===== config.mk =====
export PLATFORM = sky130hd
export DESIGN_NAME = video_pattern_generator
export DESIGN_NICKNAME = d
export VERILOG_FILES = /design/src/rtl/video_pkg.sv /design/src/rtl/video_timing_gen.sv /design/src/rtl/video_pattern_generator.sv
export SDC_FILE = /design/constraint.sdc
export NUM_CORES = 1
export LEC_CHECK = 0
export ABC_AREA = 1
export CAP_MARGIN = 30
export CORE_ASPECT_RATIO = 1.2
export CORE_MARGIN = 2
export CORE_UTILIZATION = 50
export DETAILED_ROUTE_END_ITERATION = 16
export PLACE_DENSITY = 0.84
export SYNTH_ARGS = -nofsm -noshare
export SYNTH_HDL_FRONTEND = slang
export SYNTH_SLANG_ARGS = --single-unit

===== constraint.sdc =====
create_clock -name clk -period 3.6 [get_ports clk]
set_input_delay 0.9 -clock clk [delete_from_list [all_inputs] [get_ports clk]]
set_output_delay 0.9 -clock clk [all_outputs]
set_load 0.1 [all_outputs]

===== src/rtl/video_pkg.sv =====
// rtl/video_pkg.sv - shared pixel types, pattern codes and colour-bar palette
package video_pkg;

    typedef logic [23:0] pixel_t;

    typedef enum logic [1:0] {
        PAT_BARS  = 2'd0,
        PAT_GRAD  = 2'd1,
        PAT_CHECK = 2'd2,
        PAT_SOLID = 2'd3
    } pattern_e;

    localparam pixel_t BAR_WHITE   = 24'hFFFFFF;
    localparam pixel_t BAR_YELLOW  = 24'hFFFF00;
    localparam pixel_t BAR_CYAN    = 24'h00FFFF;
    localparam pixel_t BAR_GREEN   = 24'h00FF00;
    localparam pixel_t BAR_MAGENTA = 24'hFF00FF;
    localparam pixel_t BAR_RED     = 24'hFF0000;
    localparam pixel_t BAR_BLUE    = 24'h0000FF;
    localparam pixel_t BAR_BLACK   = 24'h000000;

    function automatic pixel_t bar_color(input logic [2:0] idx);
        case (idx)
            3'd0:    return BAR_WHITE;
            3'd1:    return BAR_YELLOW;
            3'd2:    return BAR_CYAN;
            3'd3:    return BAR_GREEN;
            3'd4:    return BAR_MAGENTA;
            3'd5:    return BAR_RED;
            3'd6:    return BAR_BLUE;
            default: return BAR_BLACK;
        endcase
    endfunction

endpackage


===== src/rtl/video_timing_gen.sv =====
// rtl/video_timing_gen.sv - run/idle FSM, h/v raster counters and unregistered timing decode
module video_timing_gen #(
    parameter int H_ACTIVE = 1280,
    parameter int H_FP     = 110,
    parameter int H_SYNC   = 40,
    parameter int H_BP     = 220,
    parameter int V_ACTIVE = 720,
    parameter int V_FP     = 5,
    parameter int V_SYNC   = 5,
    parameter int V_BP     = 20,
    parameter int HW       = $clog2(H_ACTIVE + H_FP + H_SYNC + H_BP),
    parameter int VW       = $clog2(V_ACTIVE + V_FP + V_SYNC + V_BP)
) (
    input  logic          clk,
    input  logic          rst,
    input  logic          enable,
    output logic [HW-1:0] h,
    output logic [VW-1:0] v,
    output logic          active,
    output logic          hsync,
    output logic          vsync,
    output logic          frame_start,
    output logic          frame_load,
    output logic          line_wrap
);

    localparam int H_TOTAL = H_ACTIVE + H_FP + H_SYNC + H_BP;
    localparam int V_TOTAL = V_ACTIVE + V_FP + V_SYNC + V_BP;

    localparam logic [0:0] ST_IDLE = 1'b0;
    localparam logic [0:0] ST_RUN  = 1'b1;

    logic [0:0]  state;
    logic        running;
    logic        h_last;
    logic        v_last;
    logic [31:0] hx;
    logic [31:0] vx;

    assign running = (state == ST_RUN);
    assign h_last  = (h == HW'(H_TOTAL - 1));
    assign v_last  = (v == VW'(V_TOTAL - 1));
    assign hx      = 32'(h);
    assign vx      = 32'(v);

    always_ff @(posedge clk) begin
        if (rst) begin
            state <= ST_IDLE;
            h     <= '0;
            v     <= '0;
        end else if (state == ST_IDLE) begin
            h <= '0;
            v <= '0;
            if (enable) state <= ST_RUN;
        end else if (h_last) begin
            h <= '0;
            if (v_last) begin
                v <= '0;
                // a dropped enable only takes effect once the whole frame is out
                if (!enable) state <= ST_IDLE;
            end else begin
                v <= v + 1'b1;
            end
        end else begin
            h <= h + 1'b1;
        end
    end

    assign active      = running && (hx < H_ACTIVE) && (vx < V_ACTIVE);
    assign hsync       = running && (hx >= H_ACTIVE + H_FP) && (hx < H_ACTIVE + H_FP + H_SYNC);
    assign vsync       = running && (vx >= V_ACTIVE + V_FP) && (vx < V_ACTIVE + V_FP + V_SYNC);
    assign frame_start = running && (h == '0) && (v == '0);

    // high when the next counter state is h = v = 0 of a new frame
    assign frame_load  = enable && ((state == ST_IDLE) || (h_last && v_last));
    assign line_wrap   = !running || h_last;

endmodule


===== src/rtl/video_pattern_generator.sv =====
// rtl/video_pattern_generator.sv - raster source filling the active region with a test pattern
module video_pattern_generator
    import video_pkg::*;
#(
    parameter int H_ACTIVE = 1280,
    parameter int H_FP     = 110,
    parameter int H_SYNC   = 40,
    parameter int H_BP     = 220,
    parameter int V_ACTIVE = 720,
    parameter int V_FP     = 5,
    parameter int V_SYNC   = 5,
    parameter int V_BP     = 20,
    parameter bit SYNC_POL = 1'b1
) (
    input  logic        clk,
    input  logic        rst,
    input  logic        enable,
    input  logic [1:0]  pattern_sel,
    input  logic [23:0] solid_color,
    output logic        activeVideo_out,
    output logic [23:0] videoData_out,
    output logic        vsync_out,
    output logic        hsync_out,
    output logic        frame_start_out
);

    localparam int HW    = $clog2(H_ACTIVE + H_FP + H_SYNC + H_BP);
    localparam int VW    = $clog2(V_ACTIVE + V_FP + V_SYNC + V_BP);
    localparam int BAR_W = H_ACTIVE / 8;
    localparam int BW    = (BAR_W > 1) ? $clog2(BAR_W) : 1;

    logic [HW-1:0] h;
    logic [VW-1:0] v;
    logic          active;
    logic          hsync;
    logic          vsync;
    logic          frame_start;
    logic          frame_load;
    logic          line_wrap;

    pattern_e      pat_q;
    pixel_t        solid_q;
    logic [BW-1:0] bar_pos;
    logic [2:0]    bar_idx;
    logic [7:0]    h_lo;
    logic          h_b5;
    logic          v_b5;
    pixel_t        pix;

    video_timing_gen #(
        .H_ACTIVE (H_ACTIVE), .H_FP (H_FP), .H_SYNC (H_SYNC), .H_BP (H_BP),
        .V_ACTIVE (V_ACTIVE), .V_FP (V_FP), .V_SYNC (V_SYNC), .V_BP (V_BP),
        .HW       (HW),       .VW   (VW)
    ) u_timing (
        .clk         (clk),
        .rst         (rst),
        .enable      (enable),
        .h           (h),
        .v           (v),
        .active      (active),
        .hsync       (hsync),
        .vsync       (vsync),
        .frame_start (frame_start),
        .frame_load  (frame_load),
        .line_wrap   (line_wrap)
    );

    // pattern selection is frozen per frame so a mid-frame change cannot tear
    always_ff @(posedge clk) begin
        if (rst) begin
            pat_q   <= PAT_BARS;
            solid_q <= '0;
        end else if (frame_load) begin
            pat_q   <= pattern_e'(pattern_sel);
            solid_q <= solid_color;
        end
    end

    always_ff @(posedge clk) begin
        if (rst || line_wrap) begin
            bar_pos <= '0;
            bar_idx <= '0;
        end else if (bar_pos == BW'(BAR_W - 1)) begin
            bar_pos <= '0;
            bar_idx <= bar_idx + 3'd1;
        end else begin
            bar_pos <= bar_pos + 1'b1;
        end
    end

    assign h_lo = 8'(h);
    assign h_b5 = 1'(32'(h) >> 5);
    assign v_b5 = 1'(32'(v) >> 5);

    always_comb begin
        pix = '0;
        case (pat_q)
            PAT_BARS:  pix = bar_color(bar_idx);
            PAT_GRAD:  pix = {h_lo, h_lo, h_lo};
            PAT_CHECK: pix = (h_b5 ^ v_b5) ? 24'hFFFFFF : 24'h000000;
            PAT_SOLID: pix = solid_q;
            default:   pix = '0;
        endcase
    end

    always_ff @(posedge clk) begin
        if (rst) begin
            activeVideo_out <= 1'b0;
            videoData_out   <= '0;
            hsync_out       <= !SYNC_POL;
            vsync_out       <= !SYNC_POL;
            frame_start_out <= 1'b0;
        end else begin
            activeVideo_out <= active;
            videoData_out   <= active ? pix : 24'h000000;
            hsync_out       <= (hsync == SYNC_POL);
            vsync_out       <= (vsync == SYNC_POL);
            frame_start_out <= frame_start;
        end
    end

endmodule


Word level (Yosys, flattened, before mapping)
Index checks and enable logic that the tools add are counted.

word-level totals
  flip-flop bits (word level) = 87
  latch bits = 0
  memory bits (writable) = 0
  bits in read-only memories = 0
  input port bits = 29
  output and inout port bits = 28
  word-level logic and storage cells = 67
  memories = 0

cells by class
  add/sub/neg operators = 4
  multipliers = 0
  div/mod/pow operators = 0
  order comparisons = 6
  equal/unequal tests = 12
  shift-type cells = 0
  mux-type cells = 8
  bitwise gates (word level) = 3
  reductions and logical operators = 22

operators with widths
  operator                 count
  $pmux W24 S7             1
  $pmux W24 S4             1
  $mux W24                 1
  $lt A11 B11 Y1 const B   2
  $lt A10 B10 Y1 const B   2
  $add A11 B1 Y11 const B  1
  $eq A11 B11 Y1 const B   1
  $ge A11 B11 Y1 const B   1
  $logic_not A11 Y1        1
  $add A10 B1 Y10 const B  1
  $eq A10 B10 Y1 const B   1
  $ge A10 B10 Y1 const B   1
  $logic_and A1 B1 Y1      10
  $logic_not A10 Y1        1
  $mux W10                 1
  $eq A3 B3 Y1 const B     3
  $add A8 B1 Y8 const B    1
  $eq A8 B8 Y1 const B     1
  $eq A3 B2 Y1 const B     2
  $reduce_or A2 Y1         3
  $eq A2 B2 Y1 const B     2
  $mux W1                  4
  $add A3 B1 Y3 const B    1
  $eq A3 B1 Y1 const B     1
  8 further kinds          11

Logic depth before layout (Yosys ltp)
  depth after elaboration = 5
  depth in mapped cells = 12
  gate-level depth less buffers = 11

Modules after synthesis
From an unflattened synthesis, not the netlist that was laid out.

unflattened totals
  cells, all modules = 559
  area, all modules = 4038.9 sq um

modules (own cells, without submodules)
  module                   times used  cells each  area an instance (sq um)  sequential area each (sq um)
  video_pattern_generator  1           344         2628.8                    1301.2
  video_timing_gen         1           215         1410.1                    440.4

Worst setup path after synthesis
No wires, ideal clock.

  path kind = reg2out
  start point = register activeVideo_out
  end point = output activeVideo_out
  arrival time = 909 ps
  required time = 2700 ps
  slack = 1791 ps
  stages on the path, launching flop included = 1
  path buffers = 0
  path through = dfxtp_1

RTL lines
  what                      line                            RTL
  start: declaration        video_pattern_generator.sv:20   output logic activeVideo_out,
  start signal: assignment  video_pattern_generator.sv:114  activeVideo_out <= active;

No word-level cell between the ends.

Worst setup path in the final report
  start point = register videoData_out[7]
  end point = output videoData_out[7]

RTL lines
  what                      line                            RTL
  start: declaration        video_pattern_generator.sv:21   output logic [23:0] videoData_out,
  start signal: assignment  video_pattern_generator.sv:115  videoData_out <= active ? pix : 24'h000000;

No word-level cell between the ends.

==> impl_metrics.ini <==
[setup_path]
end_kind = output port
reg2reg_slack_ps = 1270
start_kind = flop
critPathKind = reg -> out
crit_chain = clkdlybuf4s50_1
arrival_ps = 1830
worstPathMaxFanout = 1
path_buf_inv = 1
crit_family = buffers and inverters
reg2reg_depth = 10
cpMaxStageDelayCell = clkdlybuf4s50_1
reg2reg_to = solid_q[22]
r2r_start = u_timing.h[0]
cp.required_ps = 2700
cp_num_cells = 1
slowest_delay_ps = 1140

[grt]
grt_max_degree = 54
overflow = 0
grt_pass1_wl_um = 14910
grt_usage = 0.2001
grt_pass1_vias = 3383
antenna_found_initial = 0

[clocking]
clock-sinks = 87
insertion_delay_ps = 360
post_cts_resized = 0
cts_root_buffer = clkbuf_8
clockBufferDepth = 2
h-tree-depth = 3
numCtsBuffers = 9
path_clk_slew_ps = 80
cts_tree = yes
postCtsSetupRepairBufs = 0
hold_buffers = 0

[placed_design]
hpwl_um = 6488
place_congestion = 0.9001
numPortBuffers = 56
place_ws_ps = 887.5

[synth]
syn_area_mm2 = 0.004214
synth_flop_cell = dfxtp_1
synth_top_area_frac = 0.4133
syn_nets = 637
synthTopCellsByCount = 133 x nand2_1, 92 x inv_1, 87 x dfxtp_1, 76 x nor2_1, 52 x nand3_1
netlist.top_cell.by_area = dfxtp_1
async_flop_share = 0
syn_avg_cell_area_um2 = 7.082
ys_types = 37
synth.most_common_cell = nand2_1
ys_seq_area_frac = 0.4133
synth_edf_count = 0
yosys_warnings = 0
synth_seq_cells = 87
synthCells = 595
netlist_top_cells_area = dfxtp_1 41%, nand2_1 12%, inv_1 8.2%

[worst_hold_path]
hold_depth = 1
min_path_type = reg -> reg
hold_path_end = bar_pos[0]
hp-start = bar_pos[0]

[routing]
viasPerCell = 4.899
drt_iter0_drc = 273
routed_wl_um = 8600
route.detailed.drc = 0
top_layer = met4
wl_per_cell_um = 11.33
wl_met1_um = 3979
wl_met3_um = 358
firstDrtPassIters = 6
antenna_left = 0
vias = 3718
met2WireLength_um = 4098

[finish]
layout-drive-gt1-share = 0.05426
fin_util = 0.6099
multi_input_area_mm2 = 0.001953
seqCellArea_mm2 = 0.001742
num_antenna_cells = 0
syn2layout_area_growth_pct = 17.99
fillers = 737
nets = 683

[floorplanning]
fp.dieW_um = 87.81
initial_core_util = 0.5169
core-area_mm2 = 0.008153
std_cell_rows = 36
die_area_mm2 = 0.009181
ios = 57
dieHeight_um = 104.6

[timing]
fin_setup_tns_ps = 0
finalCriticalPeriod_ps = 2732
hold_viol = 0
fin_crit_sh = 0.7588
finalClockSkew_ps = 8.812
rsz0062_at_grt = false
worst_slew_pin_slew_ps = 980.3
fmax_mhz = 366.1
whs_ps = 462.1
relSlewSlack = 0.3444
setup_violations = 0
slew_violations = 0
timing.final.ws_setup_ps = 868.5

[pwr]
vdd_drop_max_mv = 0.2921
power.leakage_nw = 2.217
power_per_cell_area_mw_per_mm2 = 434.8
power_mw = 2.162

[job]
drv_cap = 0

[outcome]
status = finished, final reports clean
-- kinds of logic (layout without fill, tap and decap cells) --
kind of cell	after synthesis	in the layout	synth area share
flops	87	87	0.4133
fa+ha+maj	13	13	0.03860
compound gates	55	55	0.07334
buf+inv	117	167	0.1232
simple gates	314	314	0.3328
xor+xnor	9	9	0.01871
-- per-stage QoR --
stage               area [um2]  std cells
floorplan                 4214        595
global placement          4755        744
detailed placement        4755        744
CTS                       4972        759
global route              4972        759
finish                    4972        759
-- per-layer routing --
layer	track usage	up-vias
met4	0.08022	0
met2	0.3263	92
met3	0.02133	17
met5	0	-
met1	0.2676	1639
li1	-	1970
-- worst register-to-register path, stage by stage (launching register included) --
cell and delay (ps):
dfxtp_1 480, ha_1 200, inv_1 60, nor2_1 120, nand3_1 100, nor2_2 530, nand2_4 160, nand2_8 280
nand3_1 150, nand2_1 100, nor2_1 40
-- final cells by class --
class,count,share of cell area
sequential,87,0.3503
multi-input combinational,391,0.3928
tap,114,0.02869
timing repair buffer,57,0.1127
inverter,95,0.07172
clock buffer,9,0.02491
clock inverter,6,0.01887
-- state kept, by name (all words and copies together), names as in the netlist --
name	count
hsync_out	1
bar_pos	8
pat_q	2
videoData_out	24
u_timing.v	10
bar_idx	3
activeVideo_out	1
frame_start_out	1
u_timing.running	1
solid_q	24
u_timing.h	11
vsync_out	1
-- cells in the final DEF, fill, tap and decap left out, drive strengths merged --
master | synthesis | routed
bufinv | 0 | 2
buf | 21 | 4
nor3b | 1 | 1
a21oi | 41 | 41
o221a | 1 | 1
o22ai | 1 | 1
clkdlybuf4s50 | 0 | 53
o21bai | 1 | 1
or2 | 1 | 1
nand3 | 52 | 52
xor2 | 7 | 7
o211ai | 1 | 1
o21ai | 9 | 9
xnor2 | 2 | 2
ha | 13 | 13
nor3 | 10 | 10
a31oi | 1 | 1
clkinv | 0 | 1
dfxtp | 87 | 87
nand4 | 28 | 28
clkinvlp | 0 | 1
clkbuf | 1 | 9
nor4 | 3 | 3
nand2 | 138 | 138
and3 | 2 | 2
inv | 95 | 97
nor2 | 79 | 79
-- power breakdown --
part,switching [mW],internal [mW]
combinational,0.275,0.115
sequential,0.0280,1.01
clock,0.341,0.393
-- how the worst max path moves through the flow --
| stage | from | end |
|---|---|---|
| final | videoData_out[7] | videoData_out[7] |
| after global routing | videoData_out[9] | videoData_out[9] |
| after CTS | videoData_out[14] | videoData_out[14] |
| after detailed placement | rst | videoData_out[20] |
| after global placement | rst | videoData_out[3] |
| after floorplan | activeVideo_out | activeVideo_out |
Note: power is estimated with default switching activity, not from simulation.
